<file path="config.mk">
export PLATFORM = sky130hd
export DESIGN_NAME = jackson_adder_reg
export DESIGN_NICKNAME = d
export VERILOG_FILES = /design/src/rtl/jackson_pkg.sv /design/src/rtl/jackson_core.sv /design/src/rtl/jackson_adder_reg.sv
export SDC_FILE = /design/constraint.sdc
export NUM_CORES = 1
export LEC_CHECK = 0
export ABC_AREA = 1
export CORE_ASPECT_RATIO = 2
export CORE_UTILIZATION = 51
export CTS_CLUSTER_DIAMETER = 50
export DETAILED_ROUTE_END_ITERATION = 16
export PLACE_DENSITY = 0.89
export SYNTH_ARGS = -nofsm -noshare
export SYNTH_HDL_FRONTEND = slang
export SYNTH_HIERARCHICAL = 1
export SYNTH_SLANG_ARGS = --single-unit
</file>
<file path="constraint.sdc">
create_clock -name clk -period 1.35 [get_ports clk]
set_clock_uncertainty 0.05 [all_clocks]
set_input_delay 0.405 -clock clk [delete_from_list [all_inputs] [get_ports clk]]
set_output_delay 0.405 -clock clk [all_outputs]
set_load 0.02 [all_outputs]
</file>
<file path="src/rtl/jackson_pkg.sv">
// ---------------------------------------------------------------------------
// jackson_pkg
//   Shared definitions for the Jackson (factorized group-generate) adder.
//
//   Contents
//     GROUP            : leaf group size of the carry tree (4 bits)
//     W_NARROW/W_WIDE  : the two supported operand widths
//     TREE_*           : the supported carry-tree shape names
//     jterm_t          : Jackson term triple {d, b, q} of a bit/group span
//     bit_term()       : term of a single bit position
//     jackson_group()  : 4-bit group terms built straight from g/t vectors
//     combine2/4()     : merge 2 or 4 adjacent spans into one span term
//     child_carries2/4 : carry into each child span given the parent carry-in
//
//   Term meaning for a span (any size):
//     G = d & b         span generate
//     P = d & q         span propagate (transmit)
//     carry out = d & (b | q & carry in)
//   "d" is the enabling part shared by G and P (the top position's transmit),
//   which is factored out because a generate always implies a transmit.
// ---------------------------------------------------------------------------
package jackson_pkg;

  localparam int GROUP    = 4;

  localparam int W_NARROW = 16;
  localparam int W_WIDE   = 32;

  localparam string TREE_4X4   = "4x4";
  localparam string TREE_2X4X2 = "2x4x2";
  localparam string TREE_2X4X4 = "2x4x4";

  typedef struct packed {
    logic d;  // enabling part (transmit of the top position)
    logic b;  // generate part with d factored out
    logic q;  // transmit of the span below the top position
  } jterm_t;

  // A single bit: G = g = t & g, P = t, so d = t, b = g, q = 1.
  function automatic jterm_t bit_term(input logic g, input logic t);
    jterm_t r;
    r.d = t;
    r.b = g;
    r.q = 1'b1;
    return r;
  endfunction

  // 4-bit group. The classic group generate
  //   G = g3 | t3 g2 | t3 t2 g1 | t3 t2 t1 g0
  // factorizes (since g3 = t3 g3) as G = t3 & (g3 | g2 | t2 g1 | t2 t1 g0).
  function automatic jterm_t jackson_group(input logic [GROUP-1:0] g,
                                           input logic [GROUP-1:0] t);
    jterm_t r;
    r.d = t[3];
    r.b = g[3] | g[2] | (t[2] & g[1]) | (t[2] & t[1] & g[0]);
    r.q = t[2] & t[1] & t[0];
    return r;
  endfunction

  // Radix-4 merge of spans v[3] (most significant) .. v[0].
  // The top span's d is kept factored out of the merged generate.
  function automatic jterm_t combine4(input jterm_t [3:0] v);
    jterm_t     r;
    logic [3:0] gg;
    logic [3:0] pp;
    for (int i = 0; i < 4; i++) begin
      gg[i] = v[i].d & v[i].b;
      pp[i] = v[i].d & v[i].q;
    end
    r.d = v[3].d;
    r.b = v[3].b
        | (v[3].q & gg[2])
        | (v[3].q & pp[2] & gg[1])
        | (v[3].q & pp[2] & pp[1] & gg[0]);
    r.q = v[3].q & pp[2] & pp[1] & pp[0];
    return r;
  endfunction

  // Radix-2 merge of spans v[1] (upper) and v[0] (lower).
  function automatic jterm_t combine2(input jterm_t [1:0] v);
    jterm_t r;
    r.d = v[1].d;
    r.b = v[1].b | (v[1].q & v[0].d & v[0].b);
    r.q = v[1].q & v[0].d & v[0].q;
    return r;
  endfunction

  // Carry into each of four child spans, given the carry into the lowest.
  function automatic logic [3:0] child_carries4(input jterm_t [3:0] v,
                                                input logic cin);
    logic [3:0] c;
    c[0] = cin;
    for (int j = 1; j < 4; j++) begin
      c[j] = v[j-1].d & (v[j-1].b | (v[j-1].q & c[j-1]));
    end
    return c;
  endfunction

  // Carry into each of two child spans, given the carry into the lower one.
  function automatic logic [1:0] child_carries2(input jterm_t [1:0] v,
                                                input logic cin);
    logic [1:0] c;
    c[0] = cin;
    c[1] = v[0].d & (v[0].b | (v[0].q & cin));
    return c;
  endfunction

endpackage : jackson_pkg

</file>
<file path="src/rtl/jackson_core.sv">
// ---------------------------------------------------------------------------
// jackson_core
//   Purely combinational modulo-2^WIDTH adder with a recursive Jackson
//   carry tree. No carry-in, no carry-out.
//
//   Parameters
//     WIDTH : 16 or 32
//     TREE  : "4x4" or "2x4x2" when WIDTH=16, "2x4x4" when WIDTH=32
//             (shape read root-first: root radix x middle radix x leaf size)
//
//   Ports
//     a_i   [WIDTH-1:0]  operand A
//     b_i   [WIDTH-1:0]  operand B
//     sum_o [WIDTH-1:0]  (a_i + b_i) mod 2^WIDTH
//
//   Tree levels (bottom-up):
//     leaf   : 4-bit Jackson groups, or 2-bit spans for "2x4x2"
//     middle : radix-4 merge of leaves
//     root   : radix-2 merge of middles ("2x4x2", "2x4x4"); absent for "4x4"
//   Carries are then distributed top-down: each node hands its carry-in to
//   its children through their (d, b, q) terms. The whole-word term is never
//   formed because the carry out of the MSB is discarded.
// ---------------------------------------------------------------------------
module jackson_core
  import jackson_pkg::*;
#(
  parameter int    WIDTH = 16,
  parameter string TREE  = "4x4"
) (
  input  logic [WIDTH-1:0] a_i,
  input  logic [WIDTH-1:0] b_i,
  output logic [WIDTH-1:0] sum_o
);

  localparam bit LEGAL =
      ((WIDTH == W_NARROW) && ((TREE == TREE_4X4) || (TREE == TREE_2X4X2)))
   || ((WIDTH == W_WIDE)   &&  (TREE == TREE_2X4X4));

  localparam int LEAF_R = (TREE == TREE_2X4X2) ? 2 : GROUP;
  localparam int MID_R  = 4;
  localparam int N_LEAF = WIDTH / LEAF_R;
  localparam int N_MID  = N_LEAF / MID_R;  // 1 for "4x4", 2 otherwise

  if (!LEGAL) begin : g_illegal
    $error("jackson_core: unsupported WIDTH/TREE combination");
  end

  // Bit-level terms
  logic [WIDTH-1:0] g;
  logic [WIDTH-1:0] t;
  logic [WIDTH-1:0] x;
  logic [WIDTH-1:0] c;

  assign g = a_i & b_i;
  assign t = a_i | b_i;
  assign x = a_i ^ b_i;

  // Leaf terms and the carry entering each leaf
  jterm_t [N_LEAF-1:0] leaf_t;
  logic   [N_LEAF-1:0] leaf_c;

  // Carry entering each middle node
  logic   [N_MID-1:0]  mid_c;

  // ---------------- leaf level ----------------
  for (genvar k = 0; k < N_LEAF; k++) begin : g_leaf
    jterm_t [LEAF_R-1:0] bits;

    for (genvar j = 0; j < LEAF_R; j++) begin : g_bit
      assign bits[j] = bit_term(g[LEAF_R*k+j], t[LEAF_R*k+j]);
    end

    if (LEAF_R == GROUP) begin : g_r4
      assign leaf_t[k]              = jackson_group(g[GROUP*k +: GROUP],
                                                    t[GROUP*k +: GROUP]);
      assign c[GROUP*k +: GROUP]    = child_carries4(bits, leaf_c[k]);
    end else begin : g_r2
      assign leaf_t[k]              = combine2(bits);
      assign c[2*k +: 2]            = child_carries2(bits, leaf_c[k]);
    end
  end

  // ---------------- middle level (radix 4) ----------------
  for (genvar m = 0; m < N_MID; m++) begin : g_mid
    assign leaf_c[MID_R*m +: MID_R] =
        child_carries4(leaf_t[MID_R*m +: MID_R], mid_c[m]);
  end

  // ---------------- root level ----------------
  if (N_MID == 1) begin : g_root1
    // Single middle node spans the whole word: its carry-in is c_0 = 0.
    assign mid_c = 1'b0;
  end else begin : g_root2
    // Radix-2 root: only the lower middle's term is needed to feed the
    // upper one; the upper middle's term would only produce carry-out.
    jterm_t [1:0] mid_t;
    for (genvar m = 0; m < 2; m++) begin : g_mt
      assign mid_t[m] = combine4(leaf_t[MID_R*m +: MID_R]);
    end
    assign mid_c = child_carries2(mid_t, 1'b0);
  end

  assign sum_o = x ^ c;

endmodule : jackson_core

</file>
<file path="src/rtl/jackson_adder_reg.sv">
// ---------------------------------------------------------------------------
// jackson_adder_reg
//   Registered modulo-2^WIDTH adder: jackson_core followed by one register
//   stage for the sum and its valid flag. Overflow wraps silently.
//
//   Parameters
//     WIDTH : 16 or 32
//     TREE  : carry-tree shape, see jackson_core
//
//   Ports
//     clk        rising-edge clock
//     rst_n      asynchronous active-low reset (clears sum and out_valid)
//     in_valid   operands a/b are valid this cycle
//     a, b       unsigned operands
//     out_valid  sum holds a result loaded on the previous edge
//     sum        registered (a + b) mod 2^WIDTH
//
//   Handshake: valid-only, no ready. A beat is accepted on every rising edge
//   where in_valid=1 and appears on sum with out_valid=1 exactly one cycle
//   later. There is no back-pressure; with in_valid=0 sum keeps its value and
//   out_valid is 0 for the following cycle.
// ---------------------------------------------------------------------------
module jackson_adder_reg
  import jackson_pkg::*;
#(
  parameter int    WIDTH = 16,
  parameter string TREE  = "4x4"
) (
  input  logic             clk,
  input  logic             rst_n,
  input  logic             in_valid,
  input  logic [WIDTH-1:0] a,
  input  logic [WIDTH-1:0] b,
  output logic             out_valid,
  output logic [WIDTH-1:0] sum
);

  logic [WIDTH-1:0] a_gated;
  logic [WIDTH-1:0] b_gated;
  logic [WIDTH-1:0] sum_d;
  logic [WIDTH-1:0] sum_q;
  logic             valid_d;
  logic             valid_q;

  // Operands are forced to zero when not valid so unknown or toggling
  // operand buses neither reach the adder nor the sum register.
  assign a_gated = in_valid ? a : '0;
  assign b_gated = in_valid ? b : '0;

  jackson_core #(
    .WIDTH (WIDTH),
    .TREE  (TREE)
  ) u_core (
    .a_i   (a_gated),
    .b_i   (b_gated),
    .sum_o (sum_d)
  );

  assign valid_d = in_valid;

  always_ff @(posedge clk or negedge rst_n) begin
    if (!rst_n) begin
      sum_q   <= '0;
      valid_q <= 1'b0;
    end else begin
      valid_q <= valid_d;
      if (in_valid) begin
        sum_q <= sum_d;
      end
    end
  end

  assign sum       = sum_q;
  assign out_valid = valid_q;

endmodule : jackson_adder_reg

</file>
==> results of run 1 <==
[cell families after synthesis]
kind of cell	count (synthesis)
AND/OR/NAND/NOR	99
buffers and inverters	79
adder cells (fa/ha/maj)	35
flip-flops	17
XOR/XNOR	5
AO/OA/AOI/OAI	2
[through the flow]
step                worst slack [ns]  TNS, ns  hold slack, ns
floorplan                      -1.46   -14.55          0.0594
global placement               -1.78   -20.32           0.403
detailed placement             -1.94   -21.89           0.408
CTS                            -1.47   -15.40           0.426
[what timing repair did]
action / CTS
resized for setup: 161
endpoints found under the setup margin: 32
gates cloned: 2
pin swaps: 54
buffers inserted: 11
[per-layer routing]
metal,GRT usage (%),overflow
met5,0,0
met1,69.9,0
met3,39.8,2
met4,90.9,38
met2,102,62
==> flow_summary.ini, run 1 <==
[outcome]
status = did not finish
failed_stage = global routing
firstError = [ERROR GRT-0232] Routing congestion too high. Check the congestion heatmap in the GUI.

[place]
dp_hpwl_um = 3370
placed_cell_area_um2 = 2590
portBuffers = 51
gp_congestion = 0.823
post-place-cells = 354

[timing]
crit_endpoint = sum[14]$_DFFE_PN0P_/D
endpoint_type = register data pin

[logic_synthesis]
synth_warnings = 6
synthAdderAreaFrac_pct = 30.5
synth.most_common_cell = nand2_1
syn_avg_cell_area_um2 = 7.21
synth_compound_area_share_pct = 0.586
synth-seq-cells = 17
synth.area.mux_share_pct = 0
synth_top_flop_cell = dfrtp_1
synth-async-reset-ratio_pct = 100
synth_nets = 307
synth_top_family_by_area = adder cells
synth_edf_count = 0
synth_xor_area_share_pct = 2.56
synth_top_area_share_pct = 24.9
synth-simple-area-share_pct = 23.1
ys_seq_area_share_pct = 24.9
yosysTopAreaCell = dfrtp_1
syn_inst = 237
yosysUniqueCellTypes = 18
synthTopCellsByArea = dfrtp_1, nand2_1, ha_1
syn_area_um2 = 1710
yosys-top-cells-count = nand2_1, inv_1, ha_1

[die]
io_pins = 52
initial_core_util_pct = 53.5
placementRows = 29
die_w_um = 42.9
die_h_um = 83.8

[clock_tree]
cts-buffers-inserted = 3
ctsHoldBuffers = 0
clk_path_buf_depth = 2
cts_max_level = 1
cts-root-buf = clkbuf_8
cts.sinks = 17

[global_routing]
grt_max_degree = 18
grt_use_total_pct = 75.2
grt-ovfl-total = 102
==> run 2: changes to the inputs <==
CORE_ASPECT_RATIO = not set   (was 2)
CORE_UTILIZATION = 40   (was 51)
CTS_CLUSTER_DIAMETER = not set   (was 50)
PLACE_DENSITY = not set   (was 0.89)
PLACE_DENSITY_LB_ADDON = 0.15   (was not set)
==> run 2 against run 1 <==
Against the previous run: the flow now finishes, with violations (negative setup slack); synthesized cell count unchanged; area after synthesis unchanged.
==> flow_summary.ini, run 2 <==
[pwr]
p_int_w = 0.00123
power.density_nw_per_um2 = 617
seq_power_share_pct = 32.6
comb_power_share_pct = 48.0
power.switching_w = 0.000668
finalPower_w = 0.00190
peakVddDrop_mv = 0.373
cellLeakagePower_nw = 1.76
clkPwrFrac_pct = 19.4
switching_share_pct = 35.1

[clock_tree]
clock_latency_ns = 0.25
cts_max_level = 1
ctsHoldBuffers = 0
clk_path_buf_depth = 2
cts_tree = built
cts-buffers-inserted = 3
cts.sinks = 17
cts-root-buf = clkbuf_8
clk_pin_slew_ns = 0.06

[route]
routed_wl_um = 4660
vias = 1678
routed-wl-met3_um = 152
vias_per_cell = 4.27
firstDrtPassIters = 4
antenna_left = 0
wire_per_inst_um = 11.9
wl_met2_um = 2390
highest-signal-layer = met4
wl_met1_um = 2050
drt_iter0_markers = 115
route.detailed.drc = 0

[cells_and_area]
final_util_pct = 76.0
final_common_cell = nand2_1
n_antenna_cell = 0
syn_to_final_growth_pct = 80.5
final_layout_size_suffix_gt1_share_pct = 53.4
largest_register_ffs = 16
fin_area_um2 = 3080
stdcell_count = 393
nets = 414
layout_common_cells = nand2_1, buf_4, inv_2

[global_routing]
antenna_found_initial = 0
grt-ovfl-total = 0
grt_use_total_pct = 21.2
grt_max_degree = 18
grt_pass1_wl_um = 6980
grt_pass1_vias = 1566

[outcome]
status = complete, but fails checks
violations = negative setup slack

[logic_synthesis]
syn_avg_cell_area_um2 = 7.21
synth-async-reset-ratio_pct = 100
syn_area_um2 = 1710
synth-seq-cells = 17
synth_edf_count = 0
yosysTopAreaCell = dfrtp_1
synth_top_flop_cell = dfrtp_1
synth_nets = 307
ys_seq_area_share_pct = 24.9
syn_inst = 237
synthTopCellsByArea = dfrtp_1, nand2_1, ha_1
synth.most_common_cell = nand2_1
synth_top_area_share_pct = 24.9
yosysUniqueCellTypes = 18
yosys-top-cells-count = nand2_1, inv_1, ha_1
synth_warnings = 6

[die]
die_h_um = 67.3
die_area_um2 = 4540
die_w_um = 67.3
io_pins = 52
core_area_um2 = 4060
initial_core_util_pct = 42.1
placementRows = 23

[timing]
worstMarginPinSlew_ns = 0.475
finalCriticalPeriod_ns = 2.72
grt_setup_unrepaired = yes
hold_viol_final = 0
max_freq_mhz = 368
timing.final.ws_setup_ns = -1.37
post-route-period-util_pct = 201
setup_violations = 15
slew_headroom_pct = 68.3
drv_slew = 0

[setup_path]
startpoint_type = primary input
critPathKind = primary input to flop
cp_max_fo = 6
worstSetupEndpointType = flop
worst_ep_required_time_ns = 1.44
critPathArrivalTime_ns = 2.81

[place]
post-place-cells = 372
dp_hpwl_um = 2760
placed_cell_area_um2 = 2610
gp_congestion = 0.792
portBuffers = 51

[run]
max-cap-violations = 0

[hold_path]
hp-class = primary input to asynchronous set/reset pin
-- run 2: worst paths after layout --
check                                    startpoint                  end  slack (ns)  cells after the start
worst max-delay path                       in_valid  sum[14]$_DFFE_PN0P_       -1.37                     21
worst min-delay path                          rst_n  out_valid$_DFF_PN0_        0.43                      2
worst max register to register   sum[7]$_DFFE_PN0P_   sum[7]$_DFFE_PN0P_        0.57                      3
worst min register to register  sum[11]$_DFFE_PN0P_  sum[11]$_DFFE_PN0P_        0.43                      2
max in group asynchronous                     rst_n  sum[13]$_DFFE_PN0P_        0.64                      2
min in group clk                sum[11]$_DFFE_PN0P_  sum[11]$_DFFE_PN0P_        0.43                      2
-- run 2: layout make-up --
type | count | area [um2]
multi-input combinational | 141 | 1330
fill | 297 | 975
timing repair buffer | 108 | 940
sequential | 17 | 425
inverter | 73 | 279
tap | 50 | 62.6
clock buffer | 4 | 45.0
-- run 2: cells by family after synthesis --
family | after synthesis | share of synthesized area (%)
XOR/XNOR | 5 | 2.56
adder cells (fa/ha/maj) | 35 | 30.5
AND/OR/NAND/NOR | 99 | 23.1
AO/OA/AOI/OAI | 2 | 0.586
buffers and inverters | 79 | 18.4
flip-flops | 17 | 24.9
-- run 2: metrics by stage --
step           hold slack [ns]  worst slack, ns  TNS [ns]
3_3_place_gp             0.408            -1.80    -20.66
3_5_place_dp             0.412            -1.83    -21.07
5_1_grt                  0.447            -1.50    -15.95
6_report                 0.427            -1.37    -14.67
2_1_floorplan           0.0594            -1.46    -14.55
4_1_cts                  0.428            -1.40    -14.76
-- run 2: worst max-delay path, stage by stage --
cell and delay [ns]:
buf_12 0.10, buf_16 0.13, nand2_2 0.05, inv_2 0.05
buf_4 0.11, ha_2 0.16, inv_1 0.05, o21ai_2 0.13
a21oi_2 0.06, nand2_2 0.10, nand3_2 0.09, nand2_1 0.07
nand2_1 0.06, fa_2 0.33, inv_2 0.06, fa_2 0.18
inv_2 0.04, fa_2 0.52, inv_2 0.03, nand2_2 0.05
nand2_2 0.04
-- run 2: power groups by stage --
stage	Clock, W	Combinational (W)	Sequential (W)
global route	0.000413	0.00100	0.000626
floorplan	0	0.000285	0.000721
CTS	0.000378	0.000897	0.000622
finish	0.000369	0.000913	0.000620
detailed placement	0	0.000799	0.000631
global placement	0	0.000788	0.000629
-- run 2: repair_timing --
item	4_1_cts	5_1_grt
gates cloned	2	0
resized for setup	158	49
setup buffers	14	3
pin swaps	58	24
setup endpoints to repair	32	30
-- run 2: metal layers --
metal / up-vias / global-route usage, %
li1: 865 / -
met1: 760 / 24.6
met2: 44 / 39.4
met3: 9 / 2.03
met4: 0 / 9.04
met5: - / 0
Note: power is estimated with default switching activity, not from simulation.
==> run 3: changes to the inputs <==
CORE_ASPECT_RATIO = 1.1   (was not set)
==> run 3 against run 2 <==
Against the previous run: the run still ends with negative setup slack left; critical path depth is 2 lower; sequential share of layout area is 0.10 points lower; wire length is 0.97% lower; first-iteration DRC count is 50% lower; power is 0.92% higher; hold slack better by 0.0025 ns; die area hardly changed; cell count is 0.25% higher; global-route usage hardly changed; fmax is 2.3% lower; cell area is 0.73% higher; clock-buffer cell count stayed put; critical endpoint is now sum[11]$_DFFE_PN0P_; largest power group unchanged.
==> flow_summary.ini, run 3 (synthesized netlist as in run 2, its figures left out) <==
[outcome]
status = complete, but fails checks
violations = negative setup slack

[timing]
max_freq_mhz = 360
post-route-period-util_pct = 206
worstMarginPinSlew_ns = 0.450
hold_viol_final = 0
drv_slew = 0
finalCriticalPeriod_ns = 2.78
setup_violations = 15
timing.final.ws_setup_ns = -1.43
slew_headroom_pct = 70.0
grt_setup_unrepaired = yes

[cells_and_area]
syn_to_final_growth_pct = 81.8
n_antenna_cell = 0
fin_area_um2 = 3110
final_layout_size_suffix_gt1_share_pct = 52.6
layout_common_cells = nand2_1, buf_4, inv_2
stdcell_count = 394
largest_register_ffs = 16
nets = 413
final_common_cell = nand2_1

[setup_path]
reg2reg_to = sum[7]$_DFFE_PN0P_
worst_ep_required_time_ns = 1.44
startpoint_type = primary input
rr_worst_depth = 3
critPathKind = primary input to flop
critPathLaunch = in_valid
r2r_slack_ns = 0.54
r2r_start = sum[7]$_DFFE_PN0P_
cp_max_fo = 6
critPathArrivalTime_ns = 2.87
worstSetupEndpointType = flop

[die]
die_w_um = 64.3
initial_core_util_pct = 42.4
die_area_um2 = 4540
die_h_um = 70.5
placementRows = 24
io_pins = 52
core_area_um2 = 4020

[clock_tree]
cts.sinks = 17
clock_latency_ns = 0.24
cts-buffers-inserted = 3
cts_max_level = 1
clk_path_buf_depth = 2
ctsHoldBuffers = 0
cts_tree = built
clk_pin_slew_ns = 0.06
cts-root-buf = clkbuf_8

[place]
portBuffers = 51
gp_congestion = 0.766
post-place-cells = 380
placed_cell_area_um2 = 2650
dp_hpwl_um = 3070

[route]
wire_per_inst_um = 11.7
drt_iter0_markers = 57
vias = 1655
firstDrtPassIters = 4
antenna_left = 0
vias_per_cell = 4.20
route.detailed.drc = 0
routed_wl_um = 4620

[pwr]
power.density_nw_per_um2 = 618
peakVddDrop_mv = 0.288
clkPwrFrac_pct = 18.8
cellLeakagePower_nw = 1.73
comb_power_share_pct = 48.9
seq_power_share_pct = 32.3
finalPower_w = 0.00192
switching_share_pct = 34.7
p_int_w = 0.00125
power.switching_w = 0.000666

[run]
max-cap-violations = 0

[global_routing]
antenna_found_initial = 0
grt-ovfl-total = 0
grt_max_degree = 18
grt_pass1_vias = 1761
grt_use_total_pct = 21.2
grt_pass1_wl_um = 7420

[hold_path]
hp-class = primary input to asynchronous set/reset pin
-- run 3: cell count changes in the layout (fill, tap and decap cells not counted), moves of 3 or more --
cell,change
inv_1,-4
nand2_2,-4
nand2_1,+3
ha_2,-6
clkdlybuf4s15_1,+3
ha_4,+4
inv_2,+5
clkdlybuf4s15_2,+3
buf_2,-3
-- run 3: repair_timing --
action | CTS | global route
setup buffers | 10 | 0
resized for setup | 173 | 32
gates cloned | 2 | 0
pin swaps | 65 | 21
endpoints found under the setup margin | 32 | 25
-- run 3: power by group through the flow --
stage	combinational [W]	clock, W	sequential (W)
after floorplan	0.000285	0	0.000721
after global placement	0.000814	0	0.000629
after detailed placement	0.000837	0	0.000632
after CTS	0.000918	0.000373	0.000623
after global routing	0.00103	0.000394	0.000629
final	0.000938	0.000361	0.000620
-- run 3: area by class of cell --
class / instances / area (um2)
timing repair buffer: 107 / 931
fill: 289 / 918
sequential: 17 / 425
tap: 52 / 65.1
inverter: 73 / 277
multi-input combinational: 141 / 1360
clock buffer: 4 / 45.0
-- run 3: worst max-delay path, cell delays in order --
cell     delay, ns
buf_12        0.13
buf_16        0.13
nand2_4       0.05
inv_4         0.03
buf_6         0.11
ha_4          0.16
nor2_4        0.10
o21ai_2       0.06
a21oi_2       0.12
nand2_2       0.09
buf_6         0.12
nand2_4       0.05
fa_2          0.21
inv_2         0.05
fa_2          0.39
fa_2          0.38
xor2_1        0.14
nand2_1       0.07
nand2_1       0.04
-- run 3: worst max-delay path by stage --
stage,end,cells past startpoint
6_report,sum[11]$_DFFE_PN0P_,19
5_1_grt,sum[11]$_DFFE_PN0P_,19
4_1_cts,sum[14]$_DFFE_PN0P_,20
3_5_place_dp,sum[14]$_DFFE_PN0P_,19
3_3_place_gp,sum[14]$_DFFE_PN0P_,21
2_1_floorplan,sum[14]$_DFFE_PN0P_,20
-- run 3: through the flow --
step	hold WS (ns)	util, %	TNS (ns)	worst slack, ns
floorplan	0.0594	-	-14.55	-1.46
global placement	0.412	65.8	-20.65	-1.78
detailed placement	0.419	65.8	-21.51	-1.84
CTS	0.434	77.1	-14.29	-1.40
global route	0.447	77.2	-16.27	-1.53
finish	0.430	77.2	-15.00	-1.43
-- run 3: layer usage --
metal  share of wire, %  routed length (um)  global-route usage (%)  vias to the layer above
met5                  0                   0                       0                        -
li1                   -                   -                       -                      860
met2                 55                2550                    40.4                       41
met3                2.4                 110                    1.29                       10
met4                3.0                 137                    9.88                        0
met1                 39                1820                    23.7                      744
